[src/rtl/lcd_pkg.sv]
// Shared types and constants for the HD44780-style LCD bus arbiter:
// FSM state encoding, LCD command bytes, init ROM and arbitration helpers.
package lcd_pkg;

  typedef enum logic [2:0] {
    ST_PWRUP = 3'd0,
    ST_IDLE  = 3'd1,
    ST_SETUP = 3'd2,
    ST_PULSE = 3'd3,
    ST_HOLD  = 3'd4
  } lcd_state_e;

  localparam logic [7:0] CMD_FUNCSET = 8'h38;
  localparam logic [7:0] CMD_DISPON  = 8'h0E;
  localparam logic [7:0] CMD_CLEAR   = 8'h01;
  localparam logic [7:0] CMD_HOME    = 8'h02;
  localparam logic [7:0] CMD_ENTRY   = 8'h06;
  localparam logic [7:0] CMD_LINE2   = 8'hC0;

  localparam int unsigned INIT_LEN = 4;

  function automatic logic [7:0] init_rom(input logic [1:0] idx);
    logic [7:0] val;
    case (idx)
      2'd0:    val = CMD_FUNCSET;
      2'd1:    val = CMD_DISPON;
      2'd2:    val = CMD_CLEAR;
      2'd3:    val = CMD_ENTRY;
      default: val = CMD_FUNCSET;
    endcase
    return val;
  endfunction

  // Clear, home and the undocumented 0x03 alias need the long settle time.
  function automatic logic is_slow_cmd(input logic rs, input logic [7:0] d);
    return (rs == 1'b0) && ((d == CMD_CLEAR) || (d == CMD_HOME) || (d == 8'h03));
  endfunction

  function automatic logic [1:0] rr_grant(input logic [1:0] valid, input logic last);
    logic [1:0] g;
    case (valid)
      2'b01:   g = 2'b01;
      2'b10:   g = 2'b10;
      2'b11:   g = last ? 2'b01 : 2'b10;
      default: g = 2'b00;
    endcase
    return g;
  endfunction

endpackage

[src/rtl/lcd_bus_arbiter_if.sv]
// Requester handshake and LCD pin bundle for the LCD bus arbiter.
interface lcd_bus_arbiter_if;

  logic [1:0]  req_valid;
  logic [1:0]  req_rs;
  logic [15:0] req_data;
  logic [1:0]  req_ready;
  logic        EN;
  logic        RW;
  logic        RS;
  logic [7:0]  data;
  logic        busy;
  logic        init_done;

  modport master (
    output req_valid, req_rs, req_data,
    input  req_ready, EN, RW, RS, data, busy, init_done
  );

  modport slave (
    input  req_valid, req_rs, req_data,
    output req_ready, EN, RW, RS, data, busy, init_done
  );

endinterface

[src/rtl/lcd_phase_timer.sv]
// Loadable 32-bit down-counter that times each LCD bus phase; it parks at zero
// and reports it through zero_o until the next load.
module lcd_phase_timer #(
  parameter logic [31:0] RESET_VAL = 32'd0
) (
  input  logic        clk,
  input  logic        rst,
  input  logic        load_i,
  input  logic [31:0] value_i,
  output logic        zero_o
);

  logic [31:0] cnt_q;
  logic [31:0] cnt_d;

  always_comb begin
    cnt_d = cnt_q;
    if (load_i) begin
      cnt_d = value_i;
    end else if (cnt_q != 32'd0) begin
      cnt_d = cnt_q - 32'd1;
    end else begin
      cnt_d = cnt_q;
    end
  end

  always_ff @(posedge clk) begin
    if (rst) begin
      cnt_q <= RESET_VAL;
    end else begin
      cnt_q <= cnt_d;
    end
  end

  assign zero_o = (cnt_q == 32'd0);

endmodule

[src/rtl/lcd_bus_arbiter.sv]
// Owns the LCD bus: runs the power-up init sequence, then serialises byte
// writes from two requesters with round-robin arbitration and fixed timing.
module lcd_bus_arbiter
  import lcd_pkg::*;
#(
  parameter int unsigned POWERUP_CYC = 1000000,
  parameter int unsigned SETUP_CYC   = 2,
  parameter int unsigned PULSE_CYC   = 50000,
  parameter int unsigned HOLD_CYC    = 50000,
  parameter int unsigned LONG_CYC    = 100000
) (
  input  logic              clk,
  input  logic              rst,
  lcd_bus_arbiter_if.slave  bus
);

  localparam logic [31:0] PWRUP_LD  = 32'(POWERUP_CYC - 32'd1);
  localparam logic [31:0] SETUP_LD  = 32'(SETUP_CYC - 32'd1);
  localparam logic [31:0] PULSE_LD  = 32'(PULSE_CYC - 32'd1);
  localparam logic [31:0] HOLD_LD   = 32'(HOLD_CYC - 32'd1);
  localparam logic [31:0] LONG_LD   = 32'(LONG_CYC - 32'd1);
  localparam logic [1:0]  INIT_LAST = 2'(INIT_LEN - 1);

  lcd_state_e  state_q, state_d;
  logic        rs_q, rs_d;
  logic [7:0]  data_q, data_d;
  logic        en_q, en_d;
  logic        init_done_q, init_done_d;
  logic [1:0]  init_idx_q, init_idx_d;
  logic        last_grant_q, last_grant_d;

  logic [1:0]  grant_s;
  logic        tmr_load_s;
  logic [31:0] tmr_val_s;
  logic        tmr_zero_s;

  lcd_phase_timer #(
    .RESET_VAL (PWRUP_LD)
  ) u_timer (
    .clk     (clk),
    .rst     (rst),
    .load_i  (tmr_load_s),
    .value_i (tmr_val_s),
    .zero_o  (tmr_zero_s)
  );

  always_comb begin
    grant_s = 2'b00;
    if ((state_q == ST_IDLE) && init_done_q) begin
      grant_s = rr_grant(bus.req_valid, last_grant_q);
    end else begin
      grant_s = 2'b00;
    end
  end

  // Each state lasts exactly (its timer load + 1) cycles; transitions reload the timer.
  always_comb begin
    state_d      = state_q;
    rs_d         = rs_q;
    data_d       = data_q;
    en_d         = 1'b0;
    init_done_d  = init_done_q;
    init_idx_d   = init_idx_q;
    last_grant_d = last_grant_q;
    tmr_load_s   = 1'b0;
    tmr_val_s    = 32'd0;
    case (state_q)
      ST_PWRUP: begin
        if (tmr_zero_s) begin
          rs_d       = 1'b0;
          data_d     = init_rom(2'd0);
          init_idx_d = 2'd0;
          state_d    = ST_SETUP;
          tmr_load_s = 1'b1;
          tmr_val_s  = SETUP_LD;
        end else begin
          state_d = ST_PWRUP;
        end
      end
      ST_IDLE: begin
        if (grant_s[0]) begin
          rs_d         = bus.req_rs[0];
          data_d       = bus.req_data[7:0];
          last_grant_d = 1'b0;
          state_d      = ST_SETUP;
          tmr_load_s   = 1'b1;
          tmr_val_s    = SETUP_LD;
        end else if (grant_s[1]) begin
          rs_d         = bus.req_rs[1];
          data_d       = bus.req_data[15:8];
          last_grant_d = 1'b1;
          state_d      = ST_SETUP;
          tmr_load_s   = 1'b1;
          tmr_val_s    = SETUP_LD;
        end else begin
          state_d = ST_IDLE;
        end
      end
      ST_SETUP: begin
        if (tmr_zero_s) begin
          state_d    = ST_PULSE;
          tmr_load_s = 1'b1;
          tmr_val_s  = PULSE_LD;
        end else begin
          state_d = ST_SETUP;
        end
      end
      ST_PULSE: begin
        if (tmr_zero_s) begin
          state_d    = ST_HOLD;
          tmr_load_s = 1'b1;
          tmr_val_s  = is_slow_cmd(rs_q, data_q) ? LONG_LD : HOLD_LD;
        end else begin
          state_d = ST_PULSE;
        end
      end
      ST_HOLD: begin
        if (!tmr_zero_s) begin
          state_d = ST_HOLD;
        end else if (init_done_q) begin
          state_d = ST_IDLE;
        end else if (init_idx_q != INIT_LAST) begin
          init_idx_d = init_idx_q + 2'd1;
          rs_d       = 1'b0;
          data_d     = init_rom(init_idx_q + 2'd1);
          state_d    = ST_SETUP;
          tmr_load_s = 1'b1;
          tmr_val_s  = SETUP_LD;
        end else begin
          init_done_d = 1'b1;
          state_d     = ST_IDLE;
        end
      end
      default: begin
        state_d     = ST_PWRUP;
        init_done_d = 1'b0;
        tmr_load_s  = 1'b1;
        tmr_val_s   = PWRUP_LD;
      end
    endcase
    en_d = (state_d == ST_PULSE);
  end

  // Registered state and LCD pins; reset abandons any write in flight.
  always_ff @(posedge clk) begin
    if (rst) begin
      state_q      <= ST_PWRUP;
      rs_q         <= 1'b0;
      data_q       <= 8'h00;
      en_q         <= 1'b0;
      init_done_q  <= 1'b0;
      init_idx_q   <= 2'd0;
      last_grant_q <= 1'b1;
    end else begin
      state_q      <= state_d;
      rs_q         <= rs_d;
      data_q       <= data_d;
      en_q         <= en_d;
      init_done_q  <= init_done_d;
      init_idx_q   <= init_idx_d;
      last_grant_q <= last_grant_d;
    end
  end

  assign bus.req_ready = grant_s;
  assign bus.EN        = en_q;
  assign bus.RW        = 1'b0;
  assign bus.RS        = rs_q;
  assign bus.data      = data_q;
  assign bus.busy      = (state_q != ST_IDLE);
  assign bus.init_done = init_done_q;

endmodule
[src/flat_wrapper.sv]
// flat-port wrapper written by rule: the top's interface ports become plain ports
module lcd_bus_arbiter_flat import lcd_pkg::*;
#(
  parameter int unsigned POWERUP_CYC = 1000000,
  parameter int unsigned SETUP_CYC   = 2,
  parameter int unsigned PULSE_CYC   = 50000,
  parameter int unsigned HOLD_CYC    = 50000,
  parameter int unsigned LONG_CYC    = 100000
)
  (clk, rst, bus_req_valid, bus_req_rs, bus_req_data, bus_req_ready, bus_EN, bus_RW, bus_RS, bus_data, bus_busy, bus_init_done);
  lcd_bus_arbiter_if bus_i ();
  input  logic clk;
  input  logic rst;
  input wire logic [$bits(bus_i.req_valid)-1:0] bus_req_valid;
  input wire logic [$bits(bus_i.req_rs)-1:0] bus_req_rs;
  input wire logic [$bits(bus_i.req_data)-1:0] bus_req_data;
  output wire logic [$bits(bus_i.req_ready)-1:0] bus_req_ready;
  output wire logic [$bits(bus_i.EN)-1:0] bus_EN;
  output wire logic [$bits(bus_i.RW)-1:0] bus_RW;
  output wire logic [$bits(bus_i.RS)-1:0] bus_RS;
  output wire logic [$bits(bus_i.data)-1:0] bus_data;
  output wire logic [$bits(bus_i.busy)-1:0] bus_busy;
  output wire logic [$bits(bus_i.init_done)-1:0] bus_init_done;
  assign bus_i.req_valid = bus_req_valid;
  assign bus_i.req_rs = bus_req_rs;
  assign bus_i.req_data = bus_req_data;
  assign bus_req_ready = bus_i.req_ready;
  assign bus_EN = bus_i.EN;
  assign bus_RW = bus_i.RW;
  assign bus_RS = bus_i.RS;
  assign bus_data = bus_i.data;
  assign bus_busy = bus_i.busy;
  assign bus_init_done = bus_i.init_done;
  lcd_bus_arbiter #(.POWERUP_CYC(POWERUP_CYC), .SETUP_CYC(SETUP_CYC), .PULSE_CYC(PULSE_CYC), .HOLD_CYC(HOLD_CYC), .LONG_CYC(LONG_CYC)) u_core (.clk(clk), .rst(rst), .bus(bus_i));
endmodule
[config.mk]
export PLATFORM = sky130hd
export DESIGN_NAME = lcd_bus_arbiter_flat
export DESIGN_NICKNAME = d
export VERILOG_FILES = /design/src/rtl/lcd_pkg.sv /design/src/rtl/lcd_bus_arbiter_if.sv /design/src/rtl/lcd_phase_timer.sv /design/src/rtl/lcd_bus_arbiter.sv /design/src/flat_wrapper.sv
export SDC_FILE = /design/constraint.sdc
export NUM_CORES = 1
export LEC_CHECK = 0
export BUFFER_PORTS_ARGS = -buffer_cell sky130_fd_sc_hd__buf_2
export CELL_PAD_IN_SITES_DETAIL_PLACEMENT = 0
export CELL_PAD_IN_SITES_GLOBAL_PLACEMENT = 2
export CORE_ASPECT_RATIO = 0.7
export CORE_MARGIN = 5
export CORE_UTILIZATION = 38
export CTS_BUF_LIST = sky130_fd_sc_hd__clkbuf_8
export DETAILED_ROUTE_END_ITERATION = 12
export GPL_TIMING_DRIVEN = 0
export PLACE_DENSITY = 0.85
export SLEW_MARGIN = 30
export SYNTH_ARGS = -nofsm -noshare
export SYNTH_HDL_FRONTEND = slang
export SYNTH_SLANG_ARGS = --single-unit
[constraint.sdc]
create_clock -name clk -period 4.43 [get_ports clk]
set_input_delay 0.2215 -clock clk [delete_from_list [all_inputs] [get_ports clk]]
set_output_delay 0.2215 -clock clk [all_outputs]
set_load 0.05 [all_outputs]
# ---- Word level (Yosys, flattened, before mapping)
# Index checks and enable logic that the tools add are counted.
dict set report op_classes {
  addsub 2
  eq_ne 21
  muxes 57
  bitwise 2
  n_reduce_logical 18
}
# operator count
set ops {}
lappend ops {{$mux W32} 6}
lappend ops {{$pmux W32 S5} 1}
lappend ops {{$mux W8} 6}
lappend ops {{$logic_not A32 Y1} 1}
lappend ops {{$pmux W8 S4} 1}
lappend ops {{$reduce_bool A32 Y1} 1}
lappend ops {{$sub A32 B1 Y32 const B} 1}
lappend ops {{$pmux W8 S3} 1}
lappend ops {{$mux W1} 21}
lappend ops {{$mux W2} 9}
lappend ops {{$mux W17} 1}
lappend ops {{$eq A8 B2 Y1 const B} 2}
lappend ops {{$mux W16} 1}
lappend ops {{$pmux W3 S5} 1}
lappend ops {{$mux W3} 4}
lappend ops {{$eq A3 B2 Y1 const B} 3}
lappend ops {{$eq A2 B2 Y1 const B} 4}
lappend ops {{$eq A8 B1 Y1 const B} 1}
lappend ops {{$ne A2 B1 Y1 const B} 3}
lappend ops {{$pmux W1 S3} 2}
lappend ops {{$pmux W2 S3} 1}
lappend ops {{$reduce_and A6 Y1} 1}
lappend ops {{$reduce_bool A2 Y1} 3}
lappend ops {{$reduce_and A5 Y1} 1}
lappend ops {{18 further kinds} 24}
dict set report word_totals {
  reg_bits 49
  inputBits 22
  output_inout_bits 15
  word_cells 108
}

# ---- Depth between registers and ports, before layout
# Gate-level depths: netlist (run 1).
dict set report depth {
  ltp_word 8
  ltp_mapped 9
  depth_no_buf 7
}

# ---- By module
# A second synthesis (run 1) with hierarchy kept.
dict set report unflattened {
  cells_unflattened 345
  hier_area_um2 2906.5
}
# mod instances cells_per_inst area_each_um2 seq_area_each_um2
set by_module_without_submodules {}
lappend by_module_without_submodules {lcd_phase_timer 1 214 1778.0 640.6}
lappend by_module_without_submodules {lcd_bus_arbiter 1 131 1128.6 340.3}

# ---- Least setup slack after synthesis (run 1)
# OpenSTA, ideal clock, no wires.
dict set report synth_timing {
  path_type {reg2reg}
  start {register u_core.u_timer.cnt_q[21]}
  end {register u_core.data_q[3], in the netlist u_core.bus.data[3]}
  setup_time_ns 0.121
  arrival_time_ns 2.349
  required_ns 4.309
  setup_slack_ns 1.959
  stages_incl_launch_ff 7
  path_cell_list {dfxtp_1 or4_4 or3_4 or4_4 buf_6 and2_4 mux2_4}
}
dict set report synth_via {
  elab_chain_cells 3
  elab_cells_between_ends 4
  classes_between {eq/ne (2); reduce/logical (2)}
}
# item line_no
set synth_lines {}
lappend synth_lines {{start: declaration} lcd_phase_timer.sv:13} ;# logic [31:0] cnt_q;
lappend synth_lines {{start signal: assignment} lcd_phase_timer.sv:31} ;# cnt_q <= cnt_d;
lappend synth_lines {{$logic_not A32 Y1 (*)} lcd_phase_timer.sv:35} ;# assign zero_o = (cnt_q == 32'd0);
lappend synth_lines {{$ne A2 B1 Y1 (no source line)} --}
lappend synth_lines {{$reduce_and A6 Y1 (no source line) (*)} --}
lappend synth_lines {{end signal: assignment} lcd_bus_arbiter.sv:157} ;# data_q <= data_d;
lappend synth_lines {{end: declaration} lcd_bus_arbiter.sv:26} ;# logic [7:0] data_q, data_d;
# Every way passes the cells marked *; elsewhere a longest branch is shown, timed or not.
# A chain may end at the register's enable or synchronous reset.

# ---- Worst setup path after layout (run 1)
dict set report layout_timing {
  start {register u_core.u_timer.cnt_q[21]}
  end {register u_core.u_timer.cnt_q[20]}
}
dict set report layout_via {
  elab_chain_cells 4
  elab_cells_between_ends 9
  classes_between {mux (6); reduce/logical (3)}
}
# item line_no
set layout_lines {}
lappend layout_lines {{$logic_not A32 Y1} lcd_phase_timer.sv:35}
lappend layout_lines {{$mux W32, or another cell as far along} lcd_bus_arbiter.sv:118} ;# if (!tmr_zero_s) begin
lappend layout_lines {{$pmux W32 S5 / $pmux W1 S3 (equally long branches)} lcd_bus_arbiter.sv:67} ;# case (state_q)
lappend layout_lines {{$mux W32 / $reduce_bool A2 Y1 (equally long branches)} --}
# Parallel ways exist; a longest one is shown, timed or not.

==> results of run 1 <==
sequential cells by signal (all words and copies together), names as in the netlist:
register / cells
u_core.bus.EN: 1
u_core.bus.RS: 1
u_core.bus.data: 8
u_core.bus.init_done: 1
u_core.init_idx_q: 2
u_core.last_grant_q: 1
u_core.state_q: 3
u_core.u_timer.cnt_q: 32
final timing paths:
check / from / end / slack (ns) / depth (start not counted)
min reg2reg: u_core.u_timer.cnt_q[24] / u_core.u_timer.cnt_q[24] / 0.48 / 2
max reg2reg: u_core.u_timer.cnt_q[21] / u_core.u_timer.cnt_q[20] / 1.41 / 6
min: bus_req_data[6] / u_core.bus.data[6] / 0.27 / 4
max: u_core.u_timer.cnt_q[21] / u_core.u_timer.cnt_q[20] / 1.41 / 6
cells by family after synthesis:
logic type	synth area share, %
adder cells (fa/ha/maj)	1.80
flip-flops	35.2
multiplexers	2.33
AO/OA/AOI/OAI	21.9
other	0.135
XOR/XNOR	3.14
AND/OR/NAND/NOR	30.8
buffers and inverters	4.62
area by class of cell:
class                           instances  area (sq um)  share of cell area (%)
Timing Repair Buffer                   35           175                    5.52
Multi-Input combinational cell        264          1680                    52.9
Tap cell                               98           123                    3.87
Sequential cell                        49           981                    30.9
Clock inverter                          3          17.5                   0.552
Clock buffer                            5          68.8                    2.17
Inverter                               11          41.3                    1.30
Buffer                                 18          87.6                    2.76
per-stage QoR:
step | cell area, sq um | worst slack [ns]
finish | 3170 | 1.41
global route | 3170 | 1.11
CTS | 3170 | 1.37
detailed placement | 3080 | 1.38
global placement | 3080 | 1.40
floorplan | 2790 | 1.96
cells in the final DEF (no fill, tap or decap), drive strengths merged, types with 10 or more instances in the layout:
cell type  synthesis  final
dfxtp             49     49
nor2              20     20
nand2             31     31
nand3             20     20
or3               12     12
o21ai             15     15
or4               13     13
clkbuf            13     18
a21oi             30     30
buf                5     40
o31ai             11     11
inv               10     10
worst reg2reg max path, cell delays in order (launching register included):
cell and delay [ns]:
sky130_fd_sc_hd__dfxtp_1 0.37, sky130_fd_sc_hd__or4_4 0.58, sky130_fd_sc_hd__nor3_1 0.48, sky130_fd_sc_hd__nand4_1 0.49, sky130_fd_sc_hd__nand3_1 0.45, sky130_fd_sc_hd__clkbuf_1 0.42, sky130_fd_sc_hd__nor2_1 0.10
layer usage:
metal	routed length, um	part of all wire, %	track usage, %
met5	0	0	0
met4	66	0.82	3.60
met3	302	3.7	3.02
met2	3250	40	25.4
met1	4440	55	28.7
power groups by stage:
stage,sequential [W],combinational [W],clock [W]
after detailed placement,0.000455,0.0000325,0
after global routing,0.000446,0.0000374,0.000296
after CTS,0.000445,0.0000328,0.000277
final,0.000445,0.0000327,0.000268
after global placement,0.000455,0.0000328,0
after floorplan,0.000455,0.0000163,0
==> flow_summary.toml, run 1 <==
[run_status]
outcome = "finished, final reports clean"

[timing]
finalCriticalPeriod_ns = 3.02
finalHoldViolations = 0
final_total_negative_setup_slack_ns = 0
rsz0062_at_grt = "no"
skew_ns = 0.0115
worstMarginPinSlew_ns = 0.950
setup-violations-final = 0
hold_slack_ns = 0.269
worst_slew_margin_relative_to_its_limit_pct = 36.1
pins_over_their_slew_limit = 0
final.period_utilization_pct = 68.1
max_freq_ghz = 0.332

[critical_path]
critical_path_peak_fanout = 10
timing.critical_path.to_type = "register"
cp_slowest_cell = "sky130_fd_sc_hd__or4_4"
worst-path-buf-inv = 1
crit_required_ns = 4.62
timing.critical_path.max_delay_family = "simple AND/OR/NAND/NOR gates"
wp_data_arrival_ns = 3.21
timing.critical_path.cells = "or4_4, nor3_1, nand4_1, nand3_1, clkbuf_1, nor2_1"
start_kind = "register"
max_stage_delay_ns = 0.58
crit_type = "register to register"

[cts]
cts_buffers = 5
ctsHoldBuffers = 0
cts.repair.resized = 0
tritoncts_clock_tree = "done"
clkLatencyLatePin_ns = 0.31
clock_sinks = 49
cts_root_buf = "sky130_fd_sc_hd__clkbuf_8"
cts-root-to-sink-buffers = 2
cts_htree_levels = 2
clk_pin_slew_worst_paths_ns = 0.10
cts_setup_buffers = 0

[routing]
route.detailed.drc = 0
via_per_inst = 5.71
wire_per_inst_um = 16.7
detail_route.wirelength_um = 8060
detail-route-antenna-nets = 0
drt_pass1_iterations = 4
dr.first_iter.drc_count = 175
num_vias = 2760

[pwr]
pwrdens_mw_per_mm2 = 235
power_switching_w = 0.000181
sequentialPowerShare_pct = 59.7
comb_power_share_pct = 4.4
peakVddDrop_mv = 0.149
report.power.total_w = 0.000746
p_sw_share_pct = 24.3
clock_power_share_pct = 35.9
total_leakage_power_nw = 1.19
intPower_w = 0.000565

[flow_run]
cap_viol_max_count = 0

[final_layout]
finish.utilization_pct = 43.9
layout-drive-gt1-share_pct = 16.9
filler_cells_inserted = 793
final_non_filler_cell_total = 483
area_growth_pct = 13.8
final_nets = 410
num_antenna_cells = 0

[synthesis]
per_instance_average_area_after_synthesis_sq_um = 8.15
most_frequent_cell_after_synthesis = "sky130_fd_sc_hd__dfxtp_1"
postSynth.topFlopCell = "sky130_fd_sc_hd__dfxtp_1"
synth_commonest_cells = "49 x sky130_fd_sc_hd__dfxtp_1, 31 x sky130_fd_sc_hd__nand2_1, 29 x sky130_fd_sc_hd__a21oi_1, 20 x sky130_fd_sc_hd__nand3_1, 20 x sky130_fd_sc_hd__nor2_1"
netlist_top_cells_area = "sky130_fd_sc_hd__dfxtp_1 35%, sky130_fd_sc_hd__a21oi_1 5.2%, sky130_fd_sc_hd__nand2_1 4.2%, sky130_fd_sc_hd__nand3_1 3.6%, sky130_fd_sc_hd__o31ai_1 3.0%"
yosys.area.top_type = "sky130_fd_sc_hd__dfxtp_1"
ys_async_sr_fraction_pct = 0
netlist_area_sq_mm = 0.00279
synthDominantCellAreaShare_pct = 35.2
ys_warn_count = 0
part_of_the_yosys_area_used_for_sequential_elements_pct = 35.2
post_synth_inst_count = 342
synth_seq_cells = 49
synth.net_count = 368
ys_types = 59
synth_edf_count = 0

[min_path]
hold_path_class = "input port to register"

[grt]
grt_start_max_net_pins = 16
via_count_of_the_first_global_routing_pass = 2486
global_route_wire_length_before_repair_um = 13300
grt_antenna_before_repair = 0
grt_remaining_overflow = 0
global_route.usage.total_pct = 18.1

[placed_design]
gp_routability_congestion = 0.847
hpwl_dp_um = 6200
place_inst = 475
io_buffer_count = 35

[floorplanning]
die_height_um = 81.6
coreArea_sq_mm = 0.00722
pin_count = 37
row_count = 26
die_area_sq_mm = 0.00917
start_util_pct = 38.6
die_w_um = 112
Power figures use the tool's default switching activity.
==> run 2, diff against run 1 <==
Settings changed: CORE_UTILIZATION 38 to 35, PLACE_DENSITY 0.85 to 0.79.
Clock period 4.43 ns to 2.9 ns, I/O delays scaled along.
==> run 2 against run 1 <==
Effect of this change:
- clock skew fell by 0.0023 ns
- final cell count rose by 2.3%
- critical path depth rose by 3
- sequential share of layout area fell by 0.92 points
- largest power group unchanged
- clock power rose by 48%
- highest routed layer unchanged
- core utilization fell by 2.0 points
- largest cell class unchanged
==> flow_summary.toml, run 2 (synthesis results as in run 1) <==
[floorplanning]
die_area_sq_mm = 0.00987
die_w_um = 117
coreArea_sq_mm = 0.00780
die_height_um = 84.7
start_util_pct = 35.7
row_count = 27
pin_count = 37

[final_layout]
layout-drive-gt1-share_pct = 19.1
final_nets = 418
final_non_filler_cell_total = 494
most_frequent_standard_cell_in_the_layout_excluding_fill_and_tap_cells = "sky130_fd_sc_hd__dfxtp_1"
num_antenna_cells = 0
layout.cells.most_common_list = "49 x sky130_fd_sc_hd__dfxtp_1, 36 x sky130_fd_sc_hd__buf_2, 31 x sky130_fd_sc_hd__nand2_1"
largest_register_ffs = 32
area_growth_pct = 17.3
filler_cells_inserted = 823
top_register_by_number_of_flip_flops = "u_core.u_timer.cnt_q"

[grt]
global_route.usage.total_pct = 17.0
via_count_of_the_first_global_routing_pass = 2451
global_route_wire_length_before_repair_um = 13100
grt_antenna_before_repair = 0
grt_remaining_overflow = 0
grt_start_max_net_pins = 14

[timing]
max_freq_ghz = 0.374
final_total_negative_setup_slack_ns = 0
hold_slack_ns = 0.186
worstMarginPinSlew_ns = 0.841
skew_ns = 0.00925
final.period_utilization_pct = 92.3
finalCriticalPeriod_ns = 2.68
finalHoldViolations = 0
pins_over_their_slew_limit = 0
worst_slew_margin_relative_to_its_limit_pct = 43.4
rsz0062_at_grt = "no"
setup-violations-final = 0
post-route-worst-setup-slack_ns = 0.224

[routing]
detail-route-antenna-nets = 0
wire_per_inst_um = 16.9
drt_pass1_iterations = 4
dr.first_iter.drc_count = 246
detail_route.wirelength_um = 8330
route.detailed.drc = 0
num_vias = 2715
via_per_inst = 5.50

[placed_design]
io_buffer_count = 35
place_inst = 478
gp_routability_congestion = 0.830
preCtsSetupSlack_ns = -0.204
hpwl_dp_um = 6260

[critical_path]
reg2reg_depth = 9
timing.critical_path.to_type = "register"
start_kind = "register"
rr_endpoint = "u_core.bus.data[7]"
critical_path.reg2reg.startpoint = "u_core.u_timer.cnt_q[0]"
critical_path_peak_fanout = 10
crit_required_ns = 3.14
timing.reg2reg.setup_slack_ns = 0.22
wp_data_arrival_ns = 2.92
crit_type = "register to register"

[cts]
cts_buffers = 5
tritoncts_clock_tree = "done"
clock_sinks = 49
clk_pin_slew_worst_paths_ns = 0.09
cts-root-to-sink-buffers = 2
clkLatencyLatePin_ns = 0.31
cts_htree_levels = 2
cts_root_buf = "sky130_fd_sc_hd__clkbuf_8"
ctsHoldBuffers = 0

[min_path]
hold_start = "bus_req_data[6]"
hold-path-cell-count = 4
holdPathEnd = "u_core.bus.data[6]"
hold_path_class = "input port to register"

[pwr]
pwrdens_mw_per_mm2 = 345
total_leakage_power_nw = 1.26
peakVddDrop_mv = 0.271

[run_status]
outcome = "finished, final reports clean"

[flow_run]
cap_viol_max_count = 0
run 2: cell type report:
type | instances | area, sq um | area share [%]
Buffer | 18 | 88.8 | 2.72
Clock buffer | 5 | 68.8 | 2.11
Clock inverter | 3 | 11.3 | 0.345
Inverter | 11 | 41.3 | 1.26
Multi-Input combinational cell | 264 | 1720 | 52.5
Sequential cell | 49 | 981 | 30.0
Tap cell | 101 | 126 | 3.87
Timing Repair Buffer | 43 | 235 | 7.20
run 2: what timing repair did:
action / 4_1_cts / 5_1_grt
setup endpoints to repair: 17 / 24
buffers inserted: 0 / 8
pin swaps: 1 / 2
resized for setup: 4 / 4
run 2: routing by layer:
layer | wire (um) | vias up | GRT usage (%)
met4 | 82 | 0 | 3.44
met2 | 3280 | 55 | 22.5
met3 | 466 | 9 | 3.75
met5 | 0 | - | 0
met1 | 4510 | 1258 | 27.6
li1 | - | 1393 | -
run 2: worst max-delay path: stages (launching register included):
cell and delay, ns:
sky130_fd_sc_hd__dfxtp_1 0.35, sky130_fd_sc_hd__inv_1 0.08, sky130_fd_sc_hd__ha_1 0.19, sky130_fd_sc_hd__nor3b_4 0.36
sky130_fd_sc_hd__nand4_1 0.37, sky130_fd_sc_hd__or4_4 0.59, sky130_fd_sc_hd__buf_6 0.15, sky130_fd_sc_hd__buf_6 0.14
sky130_fd_sc_hd__a22o_1 0.24, sky130_fd_sc_hd__a21oi_2 0.13
run 2: power breakdown:
| group | leakage (nW) | switching, W | internal, W | total, W |
|---|---|---|---|---|
| logic | 0.816 | 0.0000310 | 0.0000200 | 0.0000510 |
| registers | 0.396 | 0.00000435 | 0.000676 | 0.000680 |
| clock network | 0.0519 | 0.000235 | 0.000162 | 0.000396 |
run 2: worst max path at each step:
stage	startpoint	to	slack, ns
after floorplan	u_core.u_timer.cnt_q[21]	u_core.bus.data[3]	0.43
after global placement	u_core.u_timer.cnt_q[21]	u_core.u_timer.cnt_q[20]	-0.15
after detailed placement	u_core.u_timer.cnt_q[21]	u_core.u_timer.cnt_q[20]	-0.20
after CTS	u_core.u_timer.cnt_q[0]	u_core.u_timer.cnt_q[7]	0.04
after global routing	u_core.state_q[0]	u_core.bus.EN	0.005
final	u_core.u_timer.cnt_q[0]	u_core.bus.data[7]	0.22
run 2: stage by stage:
| step | power (W) | utilization [%] | instance area (sq um) |
|---|---|---|---|
| after floorplan | 0.000720 | - | 2790 |
| after global placement | 0.000746 | 39.6 | 3090 |
| after detailed placement | 0.000746 | 39.6 | 3090 |
| after CTS | 0.00114 | 40.9 | 3190 |
| after global routing | 0.00118 | 41.9 | 3270 |
| final | 0.00113 | 41.9 | 3270 |
==> run 3, diff against run 2 <==
==> constraint.sdc (replaced) <==
create_clock -name clk -period 2.9 [get_ports clk]
set_input_delay 0.58 -clock clk [delete_from_list [all_inputs] [get_ports clk]]
set_output_delay 0.58 -clock clk [all_outputs]
set_load 0.05 [all_outputs]
==> run 3 against run 2 <==
Effect of this change:
- worst setup slack lost 0.029 ns
- clock power is essentially flat
- count of clock-buffer cells in the layout is the same
- combinational power grew 1%
- critical endpoint is now u_core.u_timer.cnt_q[24]
- largest power group unchanged
- highest routed layer unchanged
==> flow_summary.toml, run 3 (synthesis results as in run 1) <==
[critical_path]
timing.critical_path.max_delay_family = "simple AND/OR/NAND/NOR gates"
worst-path-buf-inv = 1
max_stage_delay_ns = 0.64
crit_type = "register to register"
timing.reg2reg.setup_slack_ns = 0.20
cp_slowest_cell = "sky130_fd_sc_hd__or4b_2"
wp_data_arrival_ns = 2.96
critical_path_peak_fanout = 10
timing.critical_path.to_type = "register"
timing.critical_path.cells = "ha_1, or2_2, a32oi_2, o311ai_0, clkbuf_1, or4b_2, a21oi_1"
crit_required_ns = 3.15
start_kind = "register"

[final_layout]
area_growth_pct = 16.7
largest_register_ffs = 32
layout-drive-gt1-share_pct = 19.0
most_frequent_standard_cell_in_the_layout_excluding_fill_and_tap_cells = "sky130_fd_sc_hd__dfxtp_1"
layout.cells.most_common_list = "49 x sky130_fd_sc_hd__dfxtp_1, 36 x sky130_fd_sc_hd__buf_2, 31 x sky130_fd_sc_hd__nand2_1"
top_register_by_number_of_flip_flops = "u_core.u_timer.cnt_q"
final_non_filler_cell_total = 491
num_antenna_cells = 0
final_nets = 415
finish.utilization_pct = 41.7

[floorplanning]
start_util_pct = 35.7
die_area_sq_mm = 0.00987
die_height_um = 84.7
pin_count = 37
die_w_um = 117
row_count = 27
coreArea_sq_mm = 0.00780

[timing]
max_freq_ghz = 0.370
finalCriticalPeriod_ns = 2.70
setup-violations-final = 0
final.period_utilization_pct = 93.3
worstMarginPinSlew_ns = 0.852
hold_slack_ns = 0.479
final_total_negative_setup_slack_ns = 0
pins_over_their_slew_limit = 0
skew_ns = 0.0103
rsz0062_at_grt = "yes"
worst_slew_margin_relative_to_its_limit_pct = 42.7
finalHoldViolations = 0

[cts]
clk_pin_slew_worst_paths_ns = 0.09
cts-root-to-sink-buffers = 2
cts_buffers = 5
cts_root_buf = "sky130_fd_sc_hd__clkbuf_8"
tritoncts_clock_tree = "done"
cts_htree_levels = 2
ctsHoldBuffers = 0
clock_sinks = 49
clkLatencyLatePin_ns = 0.31

[min_path]
hold_path_class = "register to register"

[routing]
dr.first_iter.drc_count = 212
detail-route-antenna-nets = 0
via_per_inst = 5.53
num_vias = 2715
detail_route.wirelength_um = 8410
drt_pass1_iterations = 4
route.detailed.drc = 0
wire_per_inst_um = 17.1

[pwr]
total_leakage_power_nw = 1.26
peakVddDrop_mv = 0.272
pwrdens_mw_per_mm2 = 348

[run_status]
outcome = "finished, final reports clean"

[grt]
global_route_wire_length_before_repair_um = 13200
grt_antenna_before_repair = 0
global_route.usage.total_pct = 17.2
grt_start_max_net_pins = 14
grt_remaining_overflow = 0
via_count_of_the_first_global_routing_pass = 2459

[placed_design]
gp_routability_congestion = 0.830
hpwl_dp_um = 6260
place_inst = 478
io_buffer_count = 35

[flow_run]
cap_viol_max_count = 0
==> run 3: cell types whose count changed in the layout (fill, tap and decap cells not counted) <==
cell                       previous run  this run
sky130_fd_sc_hd__nor3b_1              1         0
sky130_fd_sc_hd__nor3b_2              0         1
sky130_fd_sc_hd__clkbuf_2             1         2
sky130_fd_sc_hd__o311ai_1             1         0
sky130_fd_sc_hd__clkbuf_1            12        11
sky130_fd_sc_hd__buf_4                9         6
sky130_fd_sc_hd__o311ai_0             2         3
==> run 3: timing repair <==
action / in CTS / in global routing
resized for setup: 5 / 4
hold endpoints to repair: 0 / 0
buffers inserted: 1 / 4
endpoints found under the setup margin: 19 / 26
pin swaps: 2 / 1
==> run 3: path summary, 6_finish.rpt <==
check,from,end,cells after the start
worst max register to register,u_core.init_idx_q[0],u_core.u_timer.cnt_q[24],7
worst min register to register,u_core.u_timer.cnt_q[24],u_core.u_timer.cnt_q[24],2
worst max-delay path,u_core.init_idx_q[0],u_core.u_timer.cnt_q[24],7
worst min-delay path,u_core.u_timer.cnt_q[24],u_core.u_timer.cnt_q[24],2
==> run 3: power by group <==
part / internal, W / total (W) / switching, W
combinational: 0.0000200 / 0.0000516 / 0.0000315
sequential: 0.000676 / 0.000680 / 0.00000439
clock: 0.000162 / 0.000399 / 0.000237
total: 0.000858 / 0.00113 / 0.000273
==> run 3: stage by stage <==
step	instance area [sq um]	power, W	setup slack [ns]
finish	3250	0.00113	0.195
global route	3250	0.00118	-0.0380
CTS	3200	0.00114	0.0410
detailed placement	3090	0.000746	-0.204
global placement	3090	0.000746	-0.148
floorplan	2790	0.000720	0.429
==> run 3: cell type report <==
cell class              count  area (sq um)
flip-flops and latches     49           981
multi-input cells         264          1720
repair buffers             40           213
fillers                   820          4550
inverters                  11          41.3
well taps                 101           126
clock inverters             3          11.3
plain buffers              18          90.1
clock buffers               5          68.8
==> run 3: layer usage <==
metal,up-vias,global-route usage [%],routed length (um)
li1,1387,-,-
met1,1263,27.9,4550
met2,57,22.6,3310
met3,8,3.75,479
met4,0,3.44,66
met5,-,0,0
==> run 3: worst reg2reg max path: cells and delay by family, from the launching register on <==
kind	cells	cell delay [ns]
compound gates	3	0.79
fa+ha+maj	1	0.27
buf+inv	1	0.27
flops	1	0.37
simple gates	2	0.95
